--- config.mk ---
export PLATFORM = sky130hd
export DESIGN_NAME = mem_access_unit
export DESIGN_NICKNAME = d
export VERILOG_FILES = /design/src/rtl/lc3b_types.sv /design/src/rtl/mau_lane_align.sv /design/src/rtl/mem_access_unit.sv
export SDC_FILE = /design/constraint.sdc
export NUM_CORES = 1
export LEC_CHECK = 0
export ABC_CLOCK_PERIOD_IN_PS = 2500
export CAP_MARGIN = 10
export CORE_MARGIN = 2
export CORE_UTILIZATION = 46
export CTS_CLUSTER_DIAMETER = 40
export CTS_CLUSTER_SIZE = 12
export DETAILED_ROUTE_END_ITERATION = 7
export PLACE_DENSITY = 0.79
export SETUP_SLACK_MARGIN = 0.3
export SLEW_MARGIN = 25
export SYNTH_ARGS = -nofsm -noshare
export SYNTH_HDL_FRONTEND = slang
export SYNTH_SLANG_ARGS = --single-unit
export TNS_END_PERCENT = 5
--- constraint.sdc ---
create_clock -name clk -period 2.5 [get_ports clk]
set_clock_uncertainty 0.2 [all_clocks]
set_input_delay 0.25 -clock clk [delete_from_list [all_inputs] [get_ports clk]]
set_output_delay 0.25 -clock clk [all_outputs]
set_load 0.02 [all_outputs]
--- src/rtl/lc3b_types.sv ---
// Shared type definitions for the LC-3b datapath blocks.
package lc3b_types;

  // Memory access unit control states
  typedef enum logic [1:0] {
    ST_IDLE   = 2'd0,
    ST_ACCESS = 2'd1,
    ST_DONE   = 2'd2,
    ST_FAULT  = 2'd3
  } mau_state_e;

  // Width of a memory access
  typedef enum logic {
    SZ_BYTE = 1'b0,
    SZ_WORD = 1'b1
  } access_size_e;

  // Width of the timeout counter (covers TIMEOUT up to 65535)
  localparam int MAU_CNT_W = 16;

  // A word access must start on lane 0; byte accesses may use any lane
  function automatic logic mau_misaligned(input access_size_e size, input logic lane_nonzero);
    return (size == SZ_WORD) && lane_nonzero;
  endfunction

endpackage

--- src/rtl/mau_lane_align.sv ---
// Byte-lane steering: store replication/mask generation and load select/extend.
module mau_lane_align
  import lc3b_types::*;
#(
  parameter int DATA_W = 16
) (
  input  logic [$clog2(DATA_W/8)-1:0] st_lane,
  input  access_size_e                st_size,
  input  logic [DATA_W-1:0]           st_data_i,
  output logic [DATA_W-1:0]           st_data_o,
  output logic [DATA_W/8-1:0]         st_mask_o,
  input  logic [$clog2(DATA_W/8)-1:0] ld_lane,
  input  access_size_e                ld_size,
  input  logic                        ld_signed,
  input  logic [DATA_W-1:0]           ld_data_i,
  output logic [DATA_W-1:0]           ld_data_o
);

  localparam int LANES = DATA_W / 8;

  logic [DATA_W-1:0] ld_shift_s;
  logic [7:0]        ld_byte_s;

  // Store path: byte data goes on every lane, mask enables only the addressed lane
  always_comb begin
    if (st_size == SZ_WORD) begin
      st_data_o = st_data_i;
      st_mask_o = {LANES{1'b1}};
    end else begin
      st_data_o = {LANES{st_data_i[7:0]}};
      st_mask_o = LANES'(1'b1) << st_lane;
    end
  end

  // Load path: shift the addressed lane down to bit 0, then zero/sign extend bytes
  always_comb begin
    ld_shift_s = ld_data_i >> {ld_lane, 3'b000};
    ld_byte_s  = ld_shift_s[7:0];
    if (ld_size == SZ_WORD) begin
      ld_data_o = ld_data_i;
    end else if (ld_signed && ld_byte_s[7]) begin
      ld_data_o = {{(DATA_W-8){1'b1}}, ld_byte_s};
    end else begin
      ld_data_o = {{(DATA_W-8){1'b0}}, ld_byte_s};
    end
  end

endmodule

--- src/rtl/mem_access_unit.sv ---
// Memory access unit: MAR/MDR based load/store sequencer with alignment and timeout faults.
module mem_access_unit
  import lc3b_types::*;
#(
  parameter int DATA_W  = 16,
  parameter int ADDR_W  = 16,
  parameter int TIMEOUT = 255
) (
  input  logic                clk,
  input  logic                rst_n,
  input  logic                req_valid,
  output logic                req_ready,
  input  logic                req_write,
  input  logic                req_size,
  input  logic                req_signed,
  input  logic [ADDR_W-1:0]   req_addr,
  input  logic [DATA_W-1:0]   req_wdata,
  output logic                done,
  output logic                err,
  output logic [DATA_W-1:0]   rdata,
  output logic                mem_read,
  output logic                mem_write,
  output logic [DATA_W/8-1:0] mem_wmask,
  output logic [ADDR_W-1:0]   mem_address,
  output logic [DATA_W-1:0]   mem_wdata,
  input  logic                mem_resp,
  input  logic [DATA_W-1:0]   mem_rdata
);

  localparam int LANES  = DATA_W / 8;
  localparam int LANE_W = $clog2(LANES);
  localparam logic [MAU_CNT_W-1:0] CNT_LIMIT = MAU_CNT_W'(TIMEOUT - 1);

  mau_state_e           state_q, state_d;
  logic [ADDR_W-1:0]    mar_q, mar_d;
  logic [DATA_W-1:0]    mdr_q, mdr_d;
  logic                 wr_q, wr_d;
  access_size_e         size_q, size_d;
  logic                 sgn_q, sgn_d;
  logic [MAU_CNT_W-1:0] cnt_q, cnt_d;
  logic                 mem_read_q, mem_read_d;
  logic                 mem_write_q, mem_write_d;
  logic [LANES-1:0]     wmask_q, wmask_d;
  logic [DATA_W-1:0]    rdata_q, rdata_d;
  logic                 done_q, done_d;
  logic                 err_q, err_d;

  logic [DATA_W-1:0]    st_data_s;
  logic [LANES-1:0]     st_mask_s;
  logic [DATA_W-1:0]    ld_data_s;
  logic                 misaligned_s;

  mau_lane_align #(.DATA_W(DATA_W)) u_lane_align (
    .st_lane   (req_addr[LANE_W-1:0]),
    .st_size   (access_size_e'(req_size)),
    .st_data_i (req_wdata),
    .st_data_o (st_data_s),
    .st_mask_o (st_mask_s),
    .ld_lane   (mar_q[LANE_W-1:0]),
    .ld_size   (size_q),
    .ld_signed (sgn_q),
    .ld_data_i (mem_rdata),
    .ld_data_o (ld_data_s)
  );

  assign misaligned_s = mau_misaligned(access_size_e'(req_size),
                                       req_addr[LANE_W-1:0] != {LANE_W{1'b0}});

  // Next-state and next-output logic; strobes/done/err are pulses, everything else holds
  always_comb begin
    state_d     = state_q;
    mar_d       = mar_q;
    mdr_d       = mdr_q;
    wr_d        = wr_q;
    size_d      = size_q;
    sgn_d       = sgn_q;
    cnt_d       = cnt_q;
    mem_read_d  = 1'b0;
    mem_write_d = 1'b0;
    wmask_d     = wmask_q;
    rdata_d     = rdata_q;
    done_d      = 1'b0;
    err_d       = 1'b0;
    case (state_q)
      ST_IDLE: begin
        if (req_valid) begin
          mar_d  = req_addr;
          mdr_d  = st_data_s;
          wr_d   = req_write;
          size_d = access_size_e'(req_size);
          sgn_d  = req_signed;
          cnt_d  = {MAU_CNT_W{1'b0}};
          if (misaligned_s) begin
            state_d = ST_FAULT;
            wmask_d = {LANES{1'b0}};
            done_d  = 1'b1;
            err_d   = 1'b1;
          end else begin
            state_d     = ST_ACCESS;
            mem_read_d  = ~req_write;
            mem_write_d = req_write;
            wmask_d     = req_write ? st_mask_s : {LANES{1'b0}};
          end
        end else begin
          state_d = ST_IDLE;
        end
      end
      ST_ACCESS: begin
        // A response arriving on the final counted cycle still completes normally
        if (mem_resp) begin
          state_d = ST_DONE;
          done_d  = 1'b1;
          if (!wr_q) begin
            mdr_d   = mem_rdata;
            rdata_d = ld_data_s;
          end else begin
            mdr_d = mdr_q;
          end
        end else if (cnt_q == CNT_LIMIT) begin
          state_d = ST_FAULT;
          done_d  = 1'b1;
          err_d   = 1'b1;
        end else begin
          cnt_d       = cnt_q + 16'd1;
          mem_read_d  = ~wr_q;
          mem_write_d = wr_q;
        end
      end
      ST_DONE: begin
        state_d = ST_IDLE;
      end
      ST_FAULT: begin
        state_d = ST_IDLE;
      end
      default: begin
        state_d = ST_IDLE;
      end
    endcase
  end

  // State and output registers with synchronous active-low reset
  always_ff @(posedge clk) begin
    if (!rst_n) begin
      state_q     <= ST_IDLE;
      mar_q       <= {ADDR_W{1'b0}};
      mdr_q       <= {DATA_W{1'b0}};
      wr_q        <= 1'b0;
      size_q      <= SZ_BYTE;
      sgn_q       <= 1'b0;
      cnt_q       <= {MAU_CNT_W{1'b0}};
      mem_read_q  <= 1'b0;
      mem_write_q <= 1'b0;
      wmask_q     <= {LANES{1'b0}};
      rdata_q     <= {DATA_W{1'b0}};
      done_q      <= 1'b0;
      err_q       <= 1'b0;
    end else begin
      state_q     <= state_d;
      mar_q       <= mar_d;
      mdr_q       <= mdr_d;
      wr_q        <= wr_d;
      size_q      <= size_d;
      sgn_q       <= sgn_d;
      cnt_q       <= cnt_d;
      mem_read_q  <= mem_read_d;
      mem_write_q <= mem_write_d;
      wmask_q     <= wmask_d;
      rdata_q     <= rdata_d;
      done_q      <= done_d;
      err_q       <= err_d;
    end
  end

  assign req_ready   = (state_q == ST_IDLE);
  assign done        = done_q;
  assign err         = err_q;
  assign rdata       = rdata_q;
  assign mem_read    = mem_read_q;
  assign mem_write   = mem_write_q;
  assign mem_wmask   = wmask_q;
  assign mem_address = mar_q;
  assign mem_wdata   = mdr_q;

endmodule

==> results of run 1 <==
## cell families after synthesis
family,Yosys count
buffers and inverters,36
flip-flops,75
AND/OR/NAND/NOR,175
AO/OA/AOI/OAI,109
multiplexers,17
adder cells (fa/ha/maj),2
XOR/XNOR,1
## state kept, by name, summed over array words and instances, names as in the netlist
name,flops
cnt_q,16
done,1
err,1
mem_address,16
mem_read,1
mem_wdata,16
mem_wmask,2
mem_write,1
rdata,16
sgn_q,1
size_q,1
state_q,2
wr_q,1
## where the power goes
group          internal (W)  switching, W  total, W
Combinational      0.000286      0.000328  0.000614
Clock              0.000388      0.000465  0.000853
Sequential          0.00127     0.0000422   0.00131
## cell type report
cell class,instances,area share (%)
clock buffer,11,3.00
tap,99,2.63
clock inverter,5,0.823
multi-input combinational,304,35.7
sequential,75,31.9
inverter,4,0.318
timing repair buffer,124,25.6
## placed cells by master (no fill, tap or decap), types with 8 or more instances in the layout
cell type,n
dfxtp_1,74
nand3_1,19
a21oi_1,51
mux2i_1,17
o21ai_0,14
nor2_1,24
o211ai_1,9
clkdlybuf4s50_1,109
clkbuf_8,10
a311oi_1,8
buf_4,14
nand2_1,93
a211oi_1,8
## worst max-delay path by stage
stage,to,slack [ns],cells past startpoint
2_1_floorplan,cnt_q[1]$_SDFFE_PN0P_,0.47,8
3_5_place_dp,cnt_q[5]$_SDFFE_PN0P_,0.28,6
6_report,cnt_q[13]$_SDFFE_PN0P_,0.31,5
5_1_grt,cnt_q[14]$_SDFFE_PN0P_,0.14,8
3_3_place_gp,cnt_q[5]$_SDFFE_PN0P_,0.34,6
4_1_cts,cnt_q[2]$_SDFFE_PN0P_,0.30,7
## metrics by stage
stage               setup slack [ns]  utilization, %  std cells
finish                         0.305            66.1        622
global route                   0.144            66.1        622
CTS                            0.299            65.8        621
detailed placement             0.280            63.2        605
global placement               0.342            63.2        605
floorplan                      0.472               -        415
## timing repair
item                       CTS  global route
gates resized for setup      1             4
setup buffers                0             1
setup endpoints to repair    2            29
pin swaps                    0             1
## routing by layer
layer  track usage (%)  vias to the layer above
met3              6.28                       22
met4              11.9                        0
met2              38.2                      149
met5                 0                        -
met1              33.1                     1599
li1                  -                     1677
## worst reg2reg max path: stages (launching register included)
cell      delay (ns)
dfxtp_1         0.44
and3_2          0.27
and4_1          0.26
and3_1          0.20
or4b_2          0.59
o311ai_0        0.12
==> qor.yml, run 1 <==
outcome: "finished, final reports clean"
viasPerCell: 5.54
layout-drive-gt1-share_pct: 8.03
finalCritPeriodShare_pct: 87.8
synth_top_area_share_pct: 45.1
reg2reg_depth: 5
antenna_found_initial: 0
clockRootBuffer: "clkbuf_8"
synth_edf_count: 0
required_ns: 2.55
slew_headroom_pct: 58.1
core_area_sq_um: 7140
critPathLaunch: "cnt_q[2]$_SDFFE_PN0P_"
grt_pass1_vias: 3188
critical-path-slowest-cell: "or4b_2"
ys_warn_count: 0
synth_top_cell_by_area: "dfxtp_1"
synth_seq_cells: 75
register_area_sq_um: 1500
fin_area_sq_um: 4710
power.density_nw_per_um2: 589
remaining_drc_errors: 0
synth_area_leaders: "dfxtp_1, nand2_1, a21oi_1, mux2i_1, nor2_1"
max_freq_mhz: 456
dr_wl_met3_um: 752
die_x_um: 89.1
area_delta_synth_final_pct: 41.7
critPathLaunchType: "register"
path_class: "register to register"
ant_nets: 0
hold_depth: 3
min_to: "mem_address[8]$_SDFFE_PN0P_"
synth_fa_ha_area_share_pct: 0.752
post-synth-top-count-cell: "nand2_1"
ctsHoldBuffers: 0
numCtsBuffers: 9
die_y_um: 89.1
cp-end-kind: "register"
nFillCells: 639
hold_start: "req_addr[8]"
setup_tns_ns: 0
synth_common_cells: "nand2_1, dfxtp_1, a21oi_1, nor2_1, clkbuf_1"
r2r-start: "cnt_q[2]$_SDFFE_PN0P_"
async_flop_share_pct: 0
max_cap_violations: 0
htreeDepth: 3
worst_pin_slew_ns: 0.627
totalPowerFinal_w: 0.00278
grt_first_pass_wirelength_mm: 15.3
path_buf_inv: 0
clk_path_buf_depth: 2
ios: 110
dr.first_iter.drc_count: 229
synthMuxAreaShare_pct: 5.11
port_buffers: 109
place_hpwl_mm: 6.97
grt_usage_pct: 25.0
synth_area_sq_um: 3330
yosys.area_share.xor_xnor_pct: 0.263
place.gp.congestion: 0.895
wl_mm: 9.75
clock_sinks: 75
cts.reportedPaths.clkPinSlew_ns: 0.08
crit_chain: "and3_2, and4_1, and3_1, or4b_2, o311ai_0"
routed-via-count: 3447
nets: 575
yosysSeqAreaShare_pct: 45.1
finalSetupViolCount: 0
cp.arrival_ns: 2.24
firstDrtPassIters: 5
regToRegEndpoint: "cnt_q[13]$_SDFFE_PN0P_"
drv_slew: 0
num_rows: 31
grt_overflow: 0
die_area_sq_um: 7930
diodes: 0
insertion_delay_ns: 0.37
p_leak_nw: 1.70
placed_area_sq_um: 4510
synth_top_family_by_area: "simple AND/OR/NAND/NOR gates"
critical-path-max-stage-delay_ns: 0.58
syn_nets: 472
crit_fanout: 6
whs_ns: 0.225
peakVddDrop_mv: 0.346
grt_setup_unrepaired: "true"
synth_compound_area_share_pct: 20.3
grt_max_degree: 48
hold_path_class: "input port to register"
multi_input_area_sq_um: 1690
dr_wl_met2_mm: 4.46
start_util_pct: 46.6
wl_per_cell_um: 15.7
finalCriticalPeriod_ns: 2.19
highest_layer: "met4"
synth_cell_types: 45
final_hold_viol_count: 0
synthSimpleGateAreaFrac_pct: 23.9
wl_met1_mm: 4.25
cp_top_family: "simple AND/OR/NAND/NOR gates"
synthFlopType: "dfxtp_1"
syn_inst: 415
avgSynthCellArea_sq_um: 8.02
cts_tree: "built"
ff2ff_setup_slack_ns: 0.31
No activity file was read; power rests on OpenSTA's default activity.
==> inputs of run 2 (changes only) <==
--- a/config.mk
+++ b/config.mk
@@ -12,6 +12,7 @@
 export CTS_CLUSTER_DIAMETER = 40
 export CTS_CLUSTER_SIZE = 12
 export DETAILED_ROUTE_END_ITERATION = 7
+export GPL_ROUTABILITY_DRIVEN = 0
 export PLACE_DENSITY = 0.79
 export SETUP_SLACK_MARGIN = 0.3
 export SLEW_MARGIN = 25
==> run 2 against run 1 <==
Non-clock buffer count grew 1. Sequential cell count is the same. Routed wire length grew 0.37%. Clock power grew 28%. Maximum frequency grew 1.0%. Utilization grew 0.96 points. Power grew 8.5%. Critical path type unchanged. Critical endpoint is now cnt_q[5]$_SDFFE_PN0P_. Largest cell class unchanged.
==> qor.yml, run 2 (synthesis gave the netlist of run 1 again) <==
cp_top_family: "simple AND/OR/NAND/NOR gates"
clock_sinks: 75  # unchanged
die_area_sq_um: 7930  # unchanged
pwr-share-seq_pct: 43.5  # -3.6 points
critPathLaunchType: "register"
ios: 110  # unchanged
clockRootBuffer: "clkbuf_8"
peakVddDrop_mv: 0.536  # +55%
max_freq_mhz: 460  # +1.0%
cts_tree: "built"
area_delta_synth_final_pct: 43.7
finalSetupViolCount: 0  # unchanged
firstDrtPassIters: 4  # -1
layoutNonFillerInstCount: 623  # +0.16%
wl_mm: 9.79  # +0.37%
nFillCells: 610  # -4.5%
die_x_um: 89.1  # unchanged
p_int_w: 0.00217  # +12%
setup_tns_ns: 0  # unchanged
start_util_pct: 46.6  # unchanged
placed_area_sq_um: 4520  # +0.17%
insertion_delay_ns: 0.35  # -0.02 ns
grt_overflow: 0  # unchanged
antenna_found_initial: 0  # unchanged
crit_fanout: 16  # +10
dr.first_iter.drc_count: 358  # +56%
switching_share_pct: 27.8  # -2.3 points
power.density_nw_per_um2: 630  # +6.9%
cts.reportedPaths.clkPinSlew_ns: 0.08  # about the same
core_area_sq_um: 7140  # unchanged
place_hpwl_mm: 6.95  # -0.39%
cp.arrival_ns: 2.25  # about the same
totalPowerFinal_w: 0.00301  # +8.5%
multi_input_area_sq_um: 1690  # +0.15%
viasPerCell: 5.54  # about the same
numCtsBuffers: 9  # unchanged
path_buf_inv: 2  # +2
crit_chain: "inv_1, ha_1, nor4b_2, nand4_1, o21ai_2, buf_6, or4_1, a21oi_1"
grt_pass1_vias: 3216  # +0.88%
grt_max_degree: 30  # -38%
wl_per_cell_um: 15.7  # +0.21%
dpl.cell_count: 606  # +0.17%
p_leak_nw: 1.75  # +2.7%
worst_pin_slew_ns: 0.546  # -0.0808 ns
grt_usage_pct: 24.9  # about the same
critical-path-max-stage-delay_ns: 0.46  # -0.12 ns
fin_area_sq_um: 4780  # +1.5%
final_common_cell: "clkdlybuf4s50_1"
cp-end-kind: "register"
htreeDepth: 3  # unchanged
routed-via-count: 3451  # +0.12%
ant_nets: 0  # unchanged
die_y_um: 89.1  # unchanged
final_hold_viol_count: 0  # unchanged
required_ns: 2.58  # +0.03 ns
critical-path-slowest-cell: "or4_1"
port_buffers: 109  # unchanged
max_cap_violations: 0  # unchanged
path_class: "register to register"
nets: 576  # +0.17%
power_frac_comb_pct: 20.4  # -1.7 points
remaining_drc_errors: 0  # unchanged
grt_setup_unrepaired: "true"
finalCritPeriodShare_pct: 86.9  # -0.88 points
diodes: 0  # unchanged
register_area_sq_um: 1510  # +0.17%
slew_headroom_pct: 63.5  # +5.4 points
clockPowerShare_pct: 36.1  # +5.4 points
drv_slew: 0  # unchanged
num_rows: 31  # unchanged
layout-drive-gt1-share_pct: 8.78  # +0.75 points
layout_common_cells: "clkdlybuf4s50_1, nand2_1, dfxtp_1"
hold_path_class: "input port to register"
clk_path_buf_depth: 2  # unchanged
grt_first_pass_wirelength_mm: 15.2  # -0.59%
finalCriticalPeriod_ns: 2.17  # -0.0221 ns
outcome: "finished, final reports clean"
switchingPower_w: 0.000837  # +0.26%
==> run 2: routing by layer <==
layer / up-vias / part of all wire, % / GRT usage (%)
met3: 27 / 7.9 / 7.20
met5: - / 0 / 0
met2: 178 / 45 / 37.4
li1: 1677 / - / -
met1: 1569 / 44 / 33.2
met4: 0 / 2.9 / 11.8
==> run 2: worst min-delay path: stages <==
cell and delay, ns:
clkdlybuf4s50_1 0.39, nand2_1 0.06, a21oi_1 0.05
==> run 2: final timing paths <==
kind / from / end / slack [ns] / depth (start not counted)
max: cnt_q[0]$_SDFFE_PN0P_ / cnt_q[5]$_SDFFE_PN0P_ / 0.33 / 8
min: req_addr[4] / mem_address[4]$_SDFFE_PN0P_ / 0.24 / 3
max reg2reg: cnt_q[0]$_SDFFE_PN0P_ / cnt_q[5]$_SDFFE_PN0P_ / 0.33 / 8
min reg2reg: mem_address[13]$_SDFFE_PN0P_ / mem_address[13]$_SDFFE_PN0P_ / 0.25 / 2
==> run 2: final cells by class <==
type                    count  area share (%)
well taps                  99            2.59
clock inverters             5            1.78
clock buffers              11            3.17
flip-flops and latches     75            31.5
multi-input cells         304            35.3
repair buffers            125            25.4
inverters                   4           0.314
==> run 2: metrics by stage <==
| step | hold WS (ns) | utilization [%] | setup WS (ns) |
|---|---|---|---|
| 2_1_floorplan | 0.186 | - | 0.472 |
| 3_3_place_gp | 0.238 | 63.3 | 0.345 |
| 3_5_place_dp | 0.246 | 63.3 | 0.221 |
| 4_1_cts | 0.228 | 66.7 | 0.258 |
| 5_1_grt | 0.226 | 67.0 | 0.240 |
| 6_report | 0.245 | 67.0 | 0.327 |
==> run 2: power groups by stage <==
stage	combinational [W]	clock, W	sequential (W)
after floorplan	0.000234	0	0.00141
after global placement	0.000603	0	0.00133
after detailed placement	0.000609	0	0.00134
after CTS	0.000613	0.00110	0.00131
after global routing	0.000666	0.00116	0.00132
final	0.000615	0.00109	0.00131
==> run 2: what timing repair did <==
item | 4_1_cts | 5_1_grt
hold buffers | 0 | 0
setup buffers | 0 | 1
pin swaps | 0 | 1
gates resized for setup | 2 | 5
endpoints found under the setup margin | 5 | 17
==> inputs of run 3 (changes only) <==
--- a/config.mk
+++ b/config.mk
@@ -10,10 +10,10 @@
 export CORE_MARGIN = 2
 export CORE_UTILIZATION = 46
 export CTS_CLUSTER_DIAMETER = 40
-export CTS_CLUSTER_SIZE = 12
+export CTS_CLUSTER_SIZE = 8
 export DETAILED_ROUTE_END_ITERATION = 7
 export GPL_ROUTABILITY_DRIVEN = 0
-export PLACE_DENSITY = 0.79
+export PLACE_DENSITY_LB_ADDON = 0.1
 export SETUP_SLACK_MARGIN = 0.3
 export SLEW_MARGIN = 25
 export SYNTH_ARGS = -nofsm -noshare
==> run 3 against run 2 <==
Die area unchanged. Clock power down 13%. Power down 4.5%. Via count up 0.55%. Cell area down 0.37%. First-iteration DRC count up 3.6%. Final cell count up 0.48%. Critical path depth down 3. Hold slack worse by 0.0051 ns. Maximum frequency up 2.1%. Sequential share of layout area up 0.089 points. Register-to-register slack better by 0.05 ns. Critical path type unchanged. Largest cell class unchanged. Highest routed layer unchanged.
==> qor.yml, run 3 (synthesis gave the netlist of run 1 again) <==
finalCritPeriodShare_pct: 85.1  # -1.8 points
numCtsBuffers: 9  # unchanged
die_x_um: 89.1  # unchanged
power_frac_comb_pct: 21.4  # +1.0 points
ant_nets: 0  # unchanged
wl_per_cell_um: 15.3  # -2.9%
drv_slew: 0  # unchanged
clk_path_buf_depth: 2  # unchanged
cts_tree: "built"
diodes: 0  # unchanged
routed-via-count: 3470  # +0.55%
htreeDepth: 3  # unchanged
viasPerCell: 5.54  # about the same
p_int_w: 0.00202  # -6.9%
ios: 110  # unchanged
grt_usage_pct: 24.5  # -0.45 points
layout-drive-gt1-share_pct: 9.11  # +0.33 points
grt_setup_unrepaired: "true"
cp_top_family: "simple AND/OR/NAND/NOR gates"
firstDrtPassIters: 5  # +1
worst_pin_slew_ns: 0.607  # +0.0610 ns
max_cap_violations: 0  # unchanged
cp.arrival_ns: 2.21  # -0.04 ns
p_leak_nw: 1.74  # -0.57%
grt_overflow: 0  # unchanged
port_buffers: 109  # unchanged
clockRootBuffer: "clkbuf_8"
die_area_sq_um: 7930  # unchanged
crit_chain: "nand3_2, or3_1, or3_1, or4_1, o21ai_0"
nFillCells: 596  # -2.3%
path_buf_inv: 0  # -2
layout_common_cells: "clkdlybuf4s50_1, nand2_1, dfxtp_1"
max_freq_mhz: 470  # +2.1%
num_rows: 31  # unchanged
pwr-share-seq_pct: 45.5  # +2.0 points
whs_ns: 0.239  # -0.00512 ns
final.setup.worst_slack_ns: 0.373  # +0.0455 ns
grt_max_degree: 44  # +47%
remaining_drc_errors: 0  # unchanged
die_y_um: 89.1  # unchanged
start_util_pct: 46.6  # unchanged
ctsHoldBuffers: 0  # unchanged
dr.first_iter.drc_count: 371  # +3.6%
grt_pass1_vias: 3006  # -6.5%
final_common_cell: "clkdlybuf4s50_1"
clock_sinks: 75  # unchanged
grt_first_pass_wirelength_mm: 15.0  # -1.0%
switching_share_pct: 29.7  # +1.9 points
required_ns: 2.58  # about the same
critPathLaunchType: "register"
power.density_nw_per_um2: 604  # -4.1%
crit_fanout: 6  # -10
critical-path-max-stage-delay_ns: 0.43  # -0.03 ns
finalCriticalPeriod_ns: 2.13  # -0.0455 ns
nets: 579  # +0.52%
antenna_found_initial: 0  # unchanged
outcome: "finished, final reports clean"
peakVddDrop_mv: 0.364  # -32%
utilization_pct: 66.8  # -0.25 points
finalSetupViolCount: 0  # unchanged
dp_slack_ns: 0.232  # +0.0107 ns
place_hpwl_mm: 6.68  # -3.8%
insertion_delay_ns: 0.35  # about the same
crit_top_cell: "or3_1"
core_area_sq_um: 7140  # unchanged
wl_mm: 9.55  # -2.5%
area_delta_synth_final_pct: 43.2
switchingPower_w: 0.000854  # +1.9%
path_class: "register to register"
placed_area_sq_um: 4540  # +0.50%
fin_area_sq_um: 4770  # -0.37%
slew_headroom_pct: 59.4  # -4.1 points
cts.reportedPaths.clkPinSlew_ns: 0.09  # about the same
setup_tns_ns: 0  # unchanged
clockPowerShare_pct: 33.1  # -3.0 points
cp-end-kind: "register"
hold_path_class: "input port to register"
critical-path-slowest-cell: "dfxtp_1"
final_hold_viol_count: 0  # unchanged
run 3: power by group through the flow:
stage | clock network (W) | logic, W | registers [W]
CTS | 0.000967 | 0.000617 | 0.00131
global route | 0.00102 | 0.000668 | 0.00132
finish | 0.000952 | 0.000617 | 0.00131
floorplan | 0 | 0.000234 | 0.00141
detailed placement | 0 | 0.000613 | 0.00133
global placement | 0 | 0.000608 | 0.00133
run 3: metal layers:
metal  routed length [um]  vias to the layer above  share of wire, %  global-route usage [%]
li1                     -                     1689                 -                       -
met4                  168                        0               1.8                    7.60
met3                  856                       18               9.0                    7.29
met5                    0                        -                 0                       0
met1                 4340                     1604                45                    35.2
met2                 4180                      159                44                    35.5
run 3: path summary, 6_finish.rpt:
path,startpoint,to,slack (ns),cells after the start
max,cnt_q[2]$_SDFFE_PN0P_,cnt_q[15]$_SDFFE_PN0P_,0.37,5
min,req_addr[7],mem_address[7]$_SDFFE_PN0P_,0.24,3
max reg2reg,cnt_q[2]$_SDFFE_PN0P_,cnt_q[15]$_SDFFE_PN0P_,0.37,5
min reg2reg,mem_address[12]$_SDFFE_PN0P_,mem_address[12]$_SDFFE_PN0P_,0.25,2
run 3: layout make-up:
type,count,area [sq um],share of cell area [%]
Tap cell,99,124,2.60
Clock inverter,7,76.3,1.60
Inverter,4,15.0,0.315
Clock buffer,9,124,2.60
Timing Repair Buffer,128,1230,25.9
Sequential cell,75,1500,31.6
Multi-Input combinational cell,304,1690,35.4
run 3: worst reg2reg max path, delay by kind of cell (launching register included):
family / cells / cell delay (ns)
compound gates: 1 / 0.08
flops: 1 / 0.43
simple gates: 4 / 1.36
run 3: what timing repair did:
action,4_1_cts,5_1_grt
pin swaps,0,2
gates cloned,0,0
endpoints found under the setup margin,4,23
resized for setup,2,3
buffers inserted,0,1
run 3: metrics by stage:
stage	total power, W	cells
5_1_grt	0.00301	626
3_5_place_dp	0.00195	609
2_1_floorplan	0.00164	415
3_3_place_gp	0.00194	609
6_report	0.00288	626
4_1_cts	0.00289	625
